<file path="src/rtl/multicycle_ctrl_if.sv">
`default_nettype none
// ============================================================================
// Module   : multicycle_ctrl_if
// Purpose  : Control/handshake bundle between the multicycle controller and
//            its datapath/memory. The master modport is the controller side.
// Options  : MCTRL_BRANCH_EN adds the branch_sel strobe.
// Revision : 1.0 - initial release
// ============================================================================
interface multicycle_ctrl_if;
  logic        run;
  logic [31:0] instr;
  logic        mem_ready;
  logic        alu_zero;
  logic        mem_req;
  logic        mem_we;
  logic        addr_sel;
  logic        ir_we;
  logic        pc_we;
  logic        reg_we;
  logic        alu_src_imm;
  logic        wb_sel_mem;
  logic [6:0]  imm_typ;
  logic        trap;
  logic [1:0]  trap_cause;
  logic [15:0] instret;
`ifdef MCTRL_BRANCH_EN
  logic        branch_sel;
`endif

  modport master (
    input  run, instr, mem_ready, alu_zero,
    output mem_req, mem_we, addr_sel, ir_we, pc_we, reg_we, alu_src_imm,
           wb_sel_mem, imm_typ, trap, trap_cause, instret
`ifdef MCTRL_BRANCH_EN
    , output branch_sel
`endif
  );

  modport slave (
    output run, instr, mem_ready, alu_zero,
    input  mem_req, mem_we, addr_sel, ir_we, pc_we, reg_we, alu_src_imm,
           wb_sel_mem, imm_typ, trap, trap_cause, instret
`ifdef MCTRL_BRANCH_EN
    , input branch_sel
`endif
  );
endinterface
`default_nettype wire

</file>
<file path="src/rtl/multicycle_ctrl.sv">
`default_nettype none
// ============================================================================
// Module   : multicycle_ctrl
// Purpose  : Multicycle CPU control FSM (IDLE/FETCH/DECODE/EXEC/MEM/WB/TRAP)
//            with memory wait timeout, sticky traps and a retired-instruction
//            counter.
// Options  : define MCTRL_BRANCH_EN to accept opcode 1100011 via a BRANCH
//            state; otherwise that opcode traps as illegal.
// Revision : 1.0 - initial release
// ============================================================================
module multicycle_ctrl #(
  parameter int MEM_WAIT_MAX = 15
) (
  input wire                clk,
  input wire                rst_n,
  multicycle_ctrl_if.master bus
);

  localparam logic [6:0] C_OP_IMM    = 7'b0010011;
  localparam logic [6:0] C_OP_LOAD   = 7'b0000011;
  localparam logic [6:0] C_OP_STORE  = 7'b0100011;
  localparam logic [6:0] C_OP_REG    = 7'b0110011;
`ifdef MCTRL_BRANCH_EN
  localparam logic [6:0] C_OP_BRANCH = 7'b1100011;
`endif
  // Counter value that, with mem_ready still low, completes the allowed wait.
  localparam logic [3:0] C_WAIT_LAST     = 4'(MEM_WAIT_MAX - 1);
  localparam logic [1:0] C_CAUSE_ILLEGAL = 2'b01;
  localparam logic [1:0] C_CAUSE_TIMEOUT = 2'b10;

  typedef enum logic [2:0] {
    S_IDLE   = 3'd0,
    S_FETCH  = 3'd1,
    S_DECODE = 3'd2,
    S_EXEC   = 3'd3,
    S_MEM    = 3'd4,
    S_WB     = 3'd5,
`ifdef MCTRL_BRANCH_EN
    S_BRANCH = 3'd7,
`endif
    S_TRAP   = 3'd6
  } state_t;

  state_t      state_q, state_d;
  logic [3:0]  wait_q, wait_d;
  logic [15:0] instret_q, instret_d;
  logic [1:0]  cause_q, cause_d;

  logic       w_mem_req, w_mem_we, w_addr_sel, w_ir_we, w_pc_we, w_reg_we;
  logic       w_alu_src_imm, w_wb_sel_mem;
  logic [6:0] w_imm_typ;
`ifdef MCTRL_BRANCH_EN
  logic       w_branch_sel;
  logic       w_is_branch;
`endif

  logic [6:0] w_op;
  logic       w_is_imm, w_is_load, w_is_store, w_is_reg, w_legal;
  logic [6:0] w_legal_op;
  logic       w_unused;

  // Opcode classification; instr is stable from DECODE until retirement.
  assign w_op       = bus.instr[6:0];
  assign w_is_imm   = (w_op == C_OP_IMM);
  assign w_is_load  = (w_op == C_OP_LOAD);
  assign w_is_store = (w_op == C_OP_STORE);
  assign w_is_reg   = (w_op == C_OP_REG);
`ifdef MCTRL_BRANCH_EN
  assign w_is_branch = (w_op == C_OP_BRANCH);
  assign w_legal     = w_is_imm | w_is_load | w_is_store | w_is_reg | w_is_branch;
`else
  assign w_legal     = w_is_imm | w_is_load | w_is_store | w_is_reg;
`endif
  assign w_legal_op = w_legal ? w_op : 7'd0;
  assign w_unused   = ^{bus.alu_zero, bus.instr[31:7]};

  // Next-state, counters and decoded strobes for the current state.
  always_comb begin
    state_d       = state_q;
    wait_d        = wait_q;
    instret_d     = instret_q;
    cause_d       = cause_q;
    w_mem_req     = 1'b0;
    w_mem_we      = 1'b0;
    w_addr_sel    = 1'b0;
    w_ir_we       = 1'b0;
    w_pc_we       = 1'b0;
    w_reg_we      = 1'b0;
    w_alu_src_imm = 1'b0;
    w_wb_sel_mem  = 1'b0;
    w_imm_typ     = 7'd0;
`ifdef MCTRL_BRANCH_EN
    w_branch_sel  = 1'b0;
`endif
    case (state_q)
      S_IDLE: begin
        if (bus.run) begin
          state_d = S_FETCH;
          wait_d  = 4'd0;
        end
      end
      S_FETCH: begin
        w_mem_req = 1'b1;
        // Completion is checked first so a late ready still beats the timeout.
        if (bus.mem_ready) begin
          w_ir_we = 1'b1;
          state_d = S_DECODE;
        end else if (wait_q == C_WAIT_LAST) begin
          state_d = S_TRAP;
          cause_d = C_CAUSE_TIMEOUT;
        end else begin
          wait_d = wait_q + 4'd1;
        end
      end
      S_DECODE: begin
        w_imm_typ = w_legal_op;
        if (w_legal) begin
          state_d = S_EXEC;
        end else begin
          state_d = S_TRAP;
          cause_d = C_CAUSE_ILLEGAL;
        end
      end
      S_EXEC: begin
        w_imm_typ     = w_legal_op;
        w_alu_src_imm = w_is_imm | w_is_load | w_is_store;
        if (w_is_load || w_is_store) begin
          state_d = S_MEM;
          wait_d  = 4'd0;
`ifdef MCTRL_BRANCH_EN
        end else if (w_is_branch) begin
          state_d = S_BRANCH;
`endif
        end else begin
          state_d = S_WB;
        end
      end
      S_MEM: begin
        w_imm_typ  = w_legal_op;
        w_mem_req  = 1'b1;
        w_addr_sel = 1'b1;
        w_mem_we   = w_is_store;
        if (bus.mem_ready) begin
          if (w_is_store) begin
            // Stores retire directly out of MEM.
            w_pc_we   = 1'b1;
            instret_d = instret_q + 16'd1;
            state_d   = bus.run ? S_FETCH : S_IDLE;
            wait_d    = 4'd0;
          end else begin
            state_d = S_WB;
          end
        end else if (wait_q == C_WAIT_LAST) begin
          state_d = S_TRAP;
          cause_d = C_CAUSE_TIMEOUT;
        end else begin
          wait_d = wait_q + 4'd1;
        end
      end
      S_WB: begin
        w_imm_typ    = w_legal_op;
        w_reg_we     = 1'b1;
        w_wb_sel_mem = w_is_load;
        w_pc_we      = 1'b1;
        instret_d    = instret_q + 16'd1;
        state_d      = bus.run ? S_FETCH : S_IDLE;
        wait_d       = 4'd0;
      end
`ifdef MCTRL_BRANCH_EN
      S_BRANCH: begin
        w_pc_we      = 1'b1;
        w_branch_sel = bus.alu_zero;
        instret_d    = instret_q + 16'd1;
        state_d      = bus.run ? S_FETCH : S_IDLE;
        wait_d       = 4'd0;
      end
`endif
      S_TRAP: begin
        state_d = S_TRAP;
      end
      default: begin
        state_d = S_IDLE;
      end
    endcase
  end

  // State, wait counter, retired count and trap cause registers.
  always_ff @(posedge clk or negedge rst_n) begin
    if (!rst_n) begin
      state_q   <= S_IDLE;
      wait_q    <= 4'd0;
      instret_q <= 16'd0;
      cause_q   <= 2'b00;
    end else begin
      state_q   <= state_d;
      wait_q    <= wait_d;
      instret_q <= instret_d;
      cause_q   <= cause_d;
    end
  end

  assign bus.mem_req     = w_mem_req;
  assign bus.mem_we      = w_mem_we;
  assign bus.addr_sel    = w_addr_sel;
  assign bus.ir_we       = w_ir_we;
  assign bus.pc_we       = w_pc_we;
  assign bus.reg_we      = w_reg_we;
  assign bus.alu_src_imm = w_alu_src_imm;
  assign bus.wb_sel_mem  = w_wb_sel_mem;
  assign bus.imm_typ     = w_imm_typ;
  assign bus.trap        = (state_q == S_TRAP);
  assign bus.trap_cause  = cause_q;
  assign bus.instret     = instret_q;
`ifdef MCTRL_BRANCH_EN
  assign bus.branch_sel  = w_branch_sel;
`endif

endmodule
`default_nettype wire

</file>
<file path="src/flat_wrapper.sv">
// flat-port wrapper written by rule: the top's interface ports become plain ports
module multicycle_ctrl_flat 
#(
  parameter int MEM_WAIT_MAX = 15
)
  (clk, rst_n, bus_run, bus_instr, bus_mem_ready, bus_alu_zero, bus_mem_req, bus_mem_we, bus_addr_sel, bus_ir_we, bus_pc_we, bus_reg_we, bus_alu_src_imm, bus_wb_sel_mem, bus_imm_typ, bus_trap, bus_trap_cause, bus_instret);
  multicycle_ctrl_if bus_i ();
  input wire clk;
  input wire rst_n;
  input wire logic [$bits(bus_i.run)-1:0] bus_run;
  input wire logic [$bits(bus_i.instr)-1:0] bus_instr;
  input wire logic [$bits(bus_i.mem_ready)-1:0] bus_mem_ready;
  input wire logic [$bits(bus_i.alu_zero)-1:0] bus_alu_zero;
  output wire logic [$bits(bus_i.mem_req)-1:0] bus_mem_req;
  output wire logic [$bits(bus_i.mem_we)-1:0] bus_mem_we;
  output wire logic [$bits(bus_i.addr_sel)-1:0] bus_addr_sel;
  output wire logic [$bits(bus_i.ir_we)-1:0] bus_ir_we;
  output wire logic [$bits(bus_i.pc_we)-1:0] bus_pc_we;
  output wire logic [$bits(bus_i.reg_we)-1:0] bus_reg_we;
  output wire logic [$bits(bus_i.alu_src_imm)-1:0] bus_alu_src_imm;
  output wire logic [$bits(bus_i.wb_sel_mem)-1:0] bus_wb_sel_mem;
  output wire logic [$bits(bus_i.imm_typ)-1:0] bus_imm_typ;
  output wire logic [$bits(bus_i.trap)-1:0] bus_trap;
  output wire logic [$bits(bus_i.trap_cause)-1:0] bus_trap_cause;
  output wire logic [$bits(bus_i.instret)-1:0] bus_instret;
  assign bus_i.run = bus_run;
  assign bus_i.instr = bus_instr;
  assign bus_i.mem_ready = bus_mem_ready;
  assign bus_i.alu_zero = bus_alu_zero;
  assign bus_mem_req = bus_i.mem_req;
  assign bus_mem_we = bus_i.mem_we;
  assign bus_addr_sel = bus_i.addr_sel;
  assign bus_ir_we = bus_i.ir_we;
  assign bus_pc_we = bus_i.pc_we;
  assign bus_reg_we = bus_i.reg_we;
  assign bus_alu_src_imm = bus_i.alu_src_imm;
  assign bus_wb_sel_mem = bus_i.wb_sel_mem;
  assign bus_imm_typ = bus_i.imm_typ;
  assign bus_trap = bus_i.trap;
  assign bus_trap_cause = bus_i.trap_cause;
  assign bus_instret = bus_i.instret;
  multicycle_ctrl #(.MEM_WAIT_MAX(MEM_WAIT_MAX)) u_core (.clk(clk), .rst_n(rst_n), .bus(bus_i));
endmodule
</file>
<file path="config.mk">
export PLATFORM = sky130hd
export DESIGN_NAME = multicycle_ctrl_flat
export DESIGN_NICKNAME = d
export VERILOG_FILES = /design/src/rtl/multicycle_ctrl_if.sv /design/src/rtl/multicycle_ctrl.sv /design/src/flat_wrapper.sv
export SDC_FILE = /design/constraint.sdc
export NUM_CORES = 1
export LEC_CHECK = 0
export ABC_AREA = 1
export CORE_ASPECT_RATIO = 1.4
export CORE_MARGIN = 3
export CORE_UTILIZATION = 45
export CTS_BUF_LIST = sky130_fd_sc_hd__clkbuf_4 sky130_fd_sc_hd__clkbuf_8
export CTS_CLUSTER_SIZE = 20
export DETAILED_ROUTE_END_ITERATION = 7
export GPL_TIMING_DRIVEN = 0
export PLACE_DENSITY = 0.79
export SYNTH_ARGS = -nofsm -noshare
export SYNTH_HDL_FRONTEND = slang
export SYNTH_SLANG_ARGS = --single-unit
</file>
<file path="constraint.sdc">
create_clock -name clk -period 1.6 [get_ports clk]
set_input_delay 0.4 -clock clk [delete_from_list [all_inputs] [get_ports clk]]
set_output_delay 0.4 -clock clk [all_outputs]
set_load 0.01 [all_outputs]
</file>
# Yosys cells after proc, flatten, opt, wreduce, memory -nomap -nowiden

Index checks and enable logic that the tools add are counted.

Output and inout port bits: 34
Register bits: 25
Logic and storage cells: 75

Reduce and logical (&&, ||, !) cells: 10
Equal/unequal tests: 20
$add $sub $neg: 2
Bitwise gates (word level): 3
Mux-type cells: 36

Operators with widths:

| cell                  | count |
|---|---|
| $mux 16               | 2 |
| $pmux 16 s2           | 1 |
| $mux 4                | 6 |
| $pmux 3 s7            | 1 |
| $pmux 4 s5            | 1 |
| $mux 3                | 6 |
| $add 16x1->16 const B | 1 |
| $eq 7x6->1 const B    | 2 |
| $mux 7                | 2 |
| $mux 1                | 12 |
| $ne 2x2->1 const B    | 5 |
| $eq 3x3->1 const B    | 3 |
| $eq 7x2->1 const B    | 1 |
| $eq 7x5->1 const B    | 1 |
| $eq 3x2->1 const B    | 2 |
| $mux 2                | 3 |
| $ne 2x1->1 const B    | 3 |
| $reduce_and 5->1      | 1 |
| $reduce_bool 5->1     | 1 |
| $add 4x1->4 const B   | 1 |
| $eq 4x4->1 const B    | 1 |
| $pmux 2 s2            | 1 |
| $reduce_and 4->1      | 1 |
| $reduce_bool 2->1     | 2 |
| other kinds (9)       | 11 |

# Longest topological paths before layout

Word-level depth: 6
Gate-level depth with buffers: 9
Mapped depth without buffers: 9

# Least setup slack after synthesis

OpenSTA, ideal clock, no wires.

Kind: register to output
Start: register u_core.state_q[1]
End: output port bus_pc_we
Stages on the path, launching flop included: 8
Path buffers: 0
Arrival: 1.197 ns
Path slack: 0.003 ns
Path through: dfrtp_1 > inv_2 > nand2_1 > nor2_2 > inv_2 > o21ai_1 > nand2_2 > nor2_1

Cells in the longest elaborated chain, start to end: 2

RTL lines:

| item                   | line                   | source |
|---|---|---|
| start, declared        | multicycle_ctrl.sv:44  | `state_t state_q, state_d;` |
| start signal, assigned | multicycle_ctrl.sv:195 | `state_q <= state_d;` |
| $eq 3x3->1             | multicycle_ctrl.sv:95  | `case (state_q)` |
| $pmux 1 s2 *           | multicycle_ctrl.sv:95  |  |
| end, declared          | flat_wrapper.sv:18     | `output wire logic [$bits(bus_i.pc_we)-1:0] bus_pc_we;` |

Mark *: on every way between the ends. The rest lies on a longest branch, timed or not.

# Final worst setup path

Start: input port bus_mem_ready
End: output port bus_pc_we

Cells in the longest elaborated chain, start to end: 2

RTL lines:

| item            | line                   | source |
|---|---|---|
| start, declared | flat_wrapper.sv:12     | `input wire logic [$bits(bus_i.mem_ready)-1:0] bus_mem_ready;` |
| $mux 1          | multicycle_ctrl.sv:143 | `if (bus.mem_ready) begin` |
| $pmux 1 s2      | multicycle_ctrl.sv:95  |  |

Every way passes these cells.

==> impl_results.md <==
- Yosys reg bits: 25
- Leakage power: 1.59 nW
- MaxCap Viol Count: 0
- Routed WL: 5550 µm
- Fin cells: just over 400
- Status: complete, but fails checks
- Period minus WS final: roughly 2 ns
- Worst Setup Start Kind: primary input
- First drt pass iteration count: 4
- Via-to-Cell Ratio: 5.20
- Seq/Total Area, Yosys: about a third
- Final hold violations: 0
- Slew headroom: around a quarter
- PortBufs: between 40 and 50
- DRT antenna net count: 0
- Share of layout cells above drive strength 1: 37.4%
- Layout area overhead: 63.8%
- R2R Path Start: u_core.state_q[1]$_DFFE_PN0N_
- Worst-Skew Late Latency: between 0.2 and 0.3 ns
- DP HPWL: ~3400 µm
- WL per Instance: 13.8 µm
- Yosys top cell by area: dfrtp_1
- Mapped cell area: roughly 1800 µm²
- PnR worst setup slack: -0.355 ns
- Row count: 26
- Worst VDD drop: around 1.1 mV
- Design Area, Final: slightly below 3000 µm²
- Bufs on Longest Clock Path: 2
- # IOs: 71
- Vias: 2095
- Worst endpoint data arrival time: about 1.6 ns
- Crit path kind: in -> out
- Area of the core: 3740 µm²
- Worst Setup End Kind: output port
- Fillers: around 270
- GRT Total Usage: ~23%
- Largest net degree at the start of global routing: 26
- Clk sinks: 25
- Total Nets Final: ~400
- Flop-to-flop setup slack: -0.12 ns
- Worst-Margin Slew: ~1.1 ns
- Area after DPL: 2250 µm²
- Worst EP required: 1.20 ns
- # setup viols final: 27
- Root Buffer: clkbuf_8
- Syn avg cell area: ~6.7 µm²
- Die X: slightly below 60 µm
- First-pass GRT wire length: 8620 µm
- Post-route DRC: 0
- Multi-input logic area: 1150 µm²
- R2r endpoint: u_core.bus.instret[0]$_DFFE_PN0P_
- Top cells by area in the synthesized netlist: dfrtp_1, nand2_1, inv_1, nand3_1, nor2_1
- Pre-CTS setup slack: -1.08 ns
- Hold WC Path Type: in -> async
- Placed cells: approximately 350
- Synth top area share: between 30% and 40%
- Total power: 0.00377 W
- CTS tree: done
- Crit share post-route: 122%
- Die Y: slightly above 80 µm
- Starting Density: 47.6%
- Die area: roughly 4800 µm²
- Initial antenna violation count: 0
- Register area: about 630 µm²
- Final Max Tran Viols: 0
- Ant. Diodes: 0
- H-tree Lvls: 1
- Num CTS Buffers: 3
- Unique cell type count in the Yosys netlist: 24
- 1st-iter DRT viols: roughly 110
- Remaining Overflow, GRT: 0
- Pwr dens: 1290 nW/µm²
- Layout Skew: ~0.0046 ns
- Clk slew on worst S/H paths: roughly 0.090 ns
- R2R cell count: 10
- CP Max Fanout: 7
- GPL Wtd Cong: 0.911
- Failing checks: setup timing
- Setup TNS: -3.84 ns
- RSZ-0062 raised after global routing: yes
- Synth warn: 0
- Max Fclk: around 510 MHz
- Cells after Synth: around 270
- Number of global-route vias before repair: around 2100
-- synthesized netlist by cell type --
library cell   n
nand2_2        3
conb_1         1
buf_4          4
nor2_1        23
xnor2_1        2
nor3_2         2
nand4_1        7
nand3b_1       2
nor3_1         8
inv_2          4
o21ai_0        7
nand2_1       84
inv_1         38
ha_1           4
nor2_2         5
a211oi_1       1
buf_6          2
o21a_1         1
o211ai_1       1
xor2_1         9
a21oi_1        1
nand3_1       20
o21ai_1       12
dfrtp_1       25
-- per-layer routing --
| layer | GRT usage, % | vias up | share of wire, % |
|---|---|---|---|
| met1 | 22.5 | 959 | 37 |
| met5 | 0 | - | 0 |
| li1 | - | 1025 | - |
| met3 | 2.57 | 25 | 4.6 |
| met2 | 44.5 | 86 | 54 |
| met4 | 12.7 | 0 | 4.4 |
-- kinds of logic (layout without fill, tap and decap cells) --
family | Yosys count | in the layout | share of synthesized area (%)
adders and majority gates | 4 | 4 | 2.81
AOI/OAI and AO/OA | 23 | 23 | 6.89
buffers and inverters | 48 | 141 | 11.8
DFF | 25 | 25 | 35.2
other | 1 | 3 | 0.211
and+or+nand+nor | 154 | 154 | 37.7
xor gates and xnor gates | 11 | 11 | 5.42
-- cell usage in the layout, fill, tap and decap left out, types with 5 or more instances in the layout --
cell type | Yosys | routed
nand3_1 | 20 | 19
xor2_1 | 9 | 9
buf_2 | 0 | 7
inv_1 | 38 | 29
nor2_1 | 23 | 15
dlymetal6s2s_1 | 0 | 10
buf_4 | 4 | 38
nand2_1 | 84 | 65
dlygate4sd2_1 | 0 | 8
clkdlybuf4s50_1 | 0 | 9
nor2_2 | 5 | 8
nand2_2 | 3 | 17
buf_6 | 2 | 22
inv_2 | 4 | 9
nand4_1 | 7 | 7
dfrtp_1 | 25 | 22
o21ai_1 | 12 | 12
nor2_4 | 0 | 5
-- worst max-delay path, stage by stage --
cell             delay (ns)
clkdlybuf4s50_1        0.60
inv_2                  0.12
nand2_1                0.10
nand2_2                0.08
nor2_2                 0.11
buf_2                  0.14
-- worst max path at each step --
| stage | start | to | slack, ns |
|---|---|---|---|
| after floorplan | u_core.state_q[1]$_DFFE_PN0N_ | bus_pc_we | 0.003 |
| after global placement | bus_instr[5] | bus_pc_we | -1.11 |
| after detailed placement | bus_instr[5] | bus_pc_we | -1.08 |
| after CTS | u_core.state_q[1]$_DFFE_PN0N_ | bus_pc_we | -0.30 |
| after global routing | bus_mem_ready | bus_pc_we | -0.40 |
| final | bus_mem_ready | bus_pc_we | -0.35 |
-- area by class of cell --
| cell class | instances | share of cell area, % |
|---|---|---|
| multi-input combinational | 195 | 39.6 |
| timing repair buffer | 89 | 27.7 |
| sequential | 25 | 21.6 |
| inverter | 42 | 5.75 |
| buffer | 6 | 1.93 |
| tap | 42 | 1.80 |
| clock buffer | 3 | 1.42 |
| clock inverter | 1 | 0.172 |
-- what timing repair did --
| item | CTS | global route |
|---|---|---|
| buffers inserted | 33 | 16 |
| pin swaps | 12 | 25 |
| gates resized for setup | 104 | 66 |
| cloned | 0 | 2 |
| hold buffers | 0 | 0 |
| setup endpoints to repair | 29 | 64 |
-- power breakdown --
| part | internal (W) | switching [W] |
|---|---|---|
| registers | 0.000771 | 0.000130 |
| clock network | 0.000174 | 0.000209 |
| logic | 0.00120 | 0.00128 |
-- through the flow --
| step | hold slack, ns | util [%] |
|---|---|---|
| after floorplan | 0.104 | - |
| after global placement | 0.478 | 60.1 |
| after detailed placement | 0.484 | 60.1 |
| after CTS | 0.504 | 70.0 |
| after global routing | 0.434 | 77.9 |
| final | 0.337 | 77.9 |
-- registers in the layout (all words and copies together), names as in the netlist --
name                   flops
u_core.bus.instret        16
u_core.wait_q              4
u_core.state_q             3
u_core.bus.trap_cause      2
Note: power is estimated with default switching activity, not from simulation.
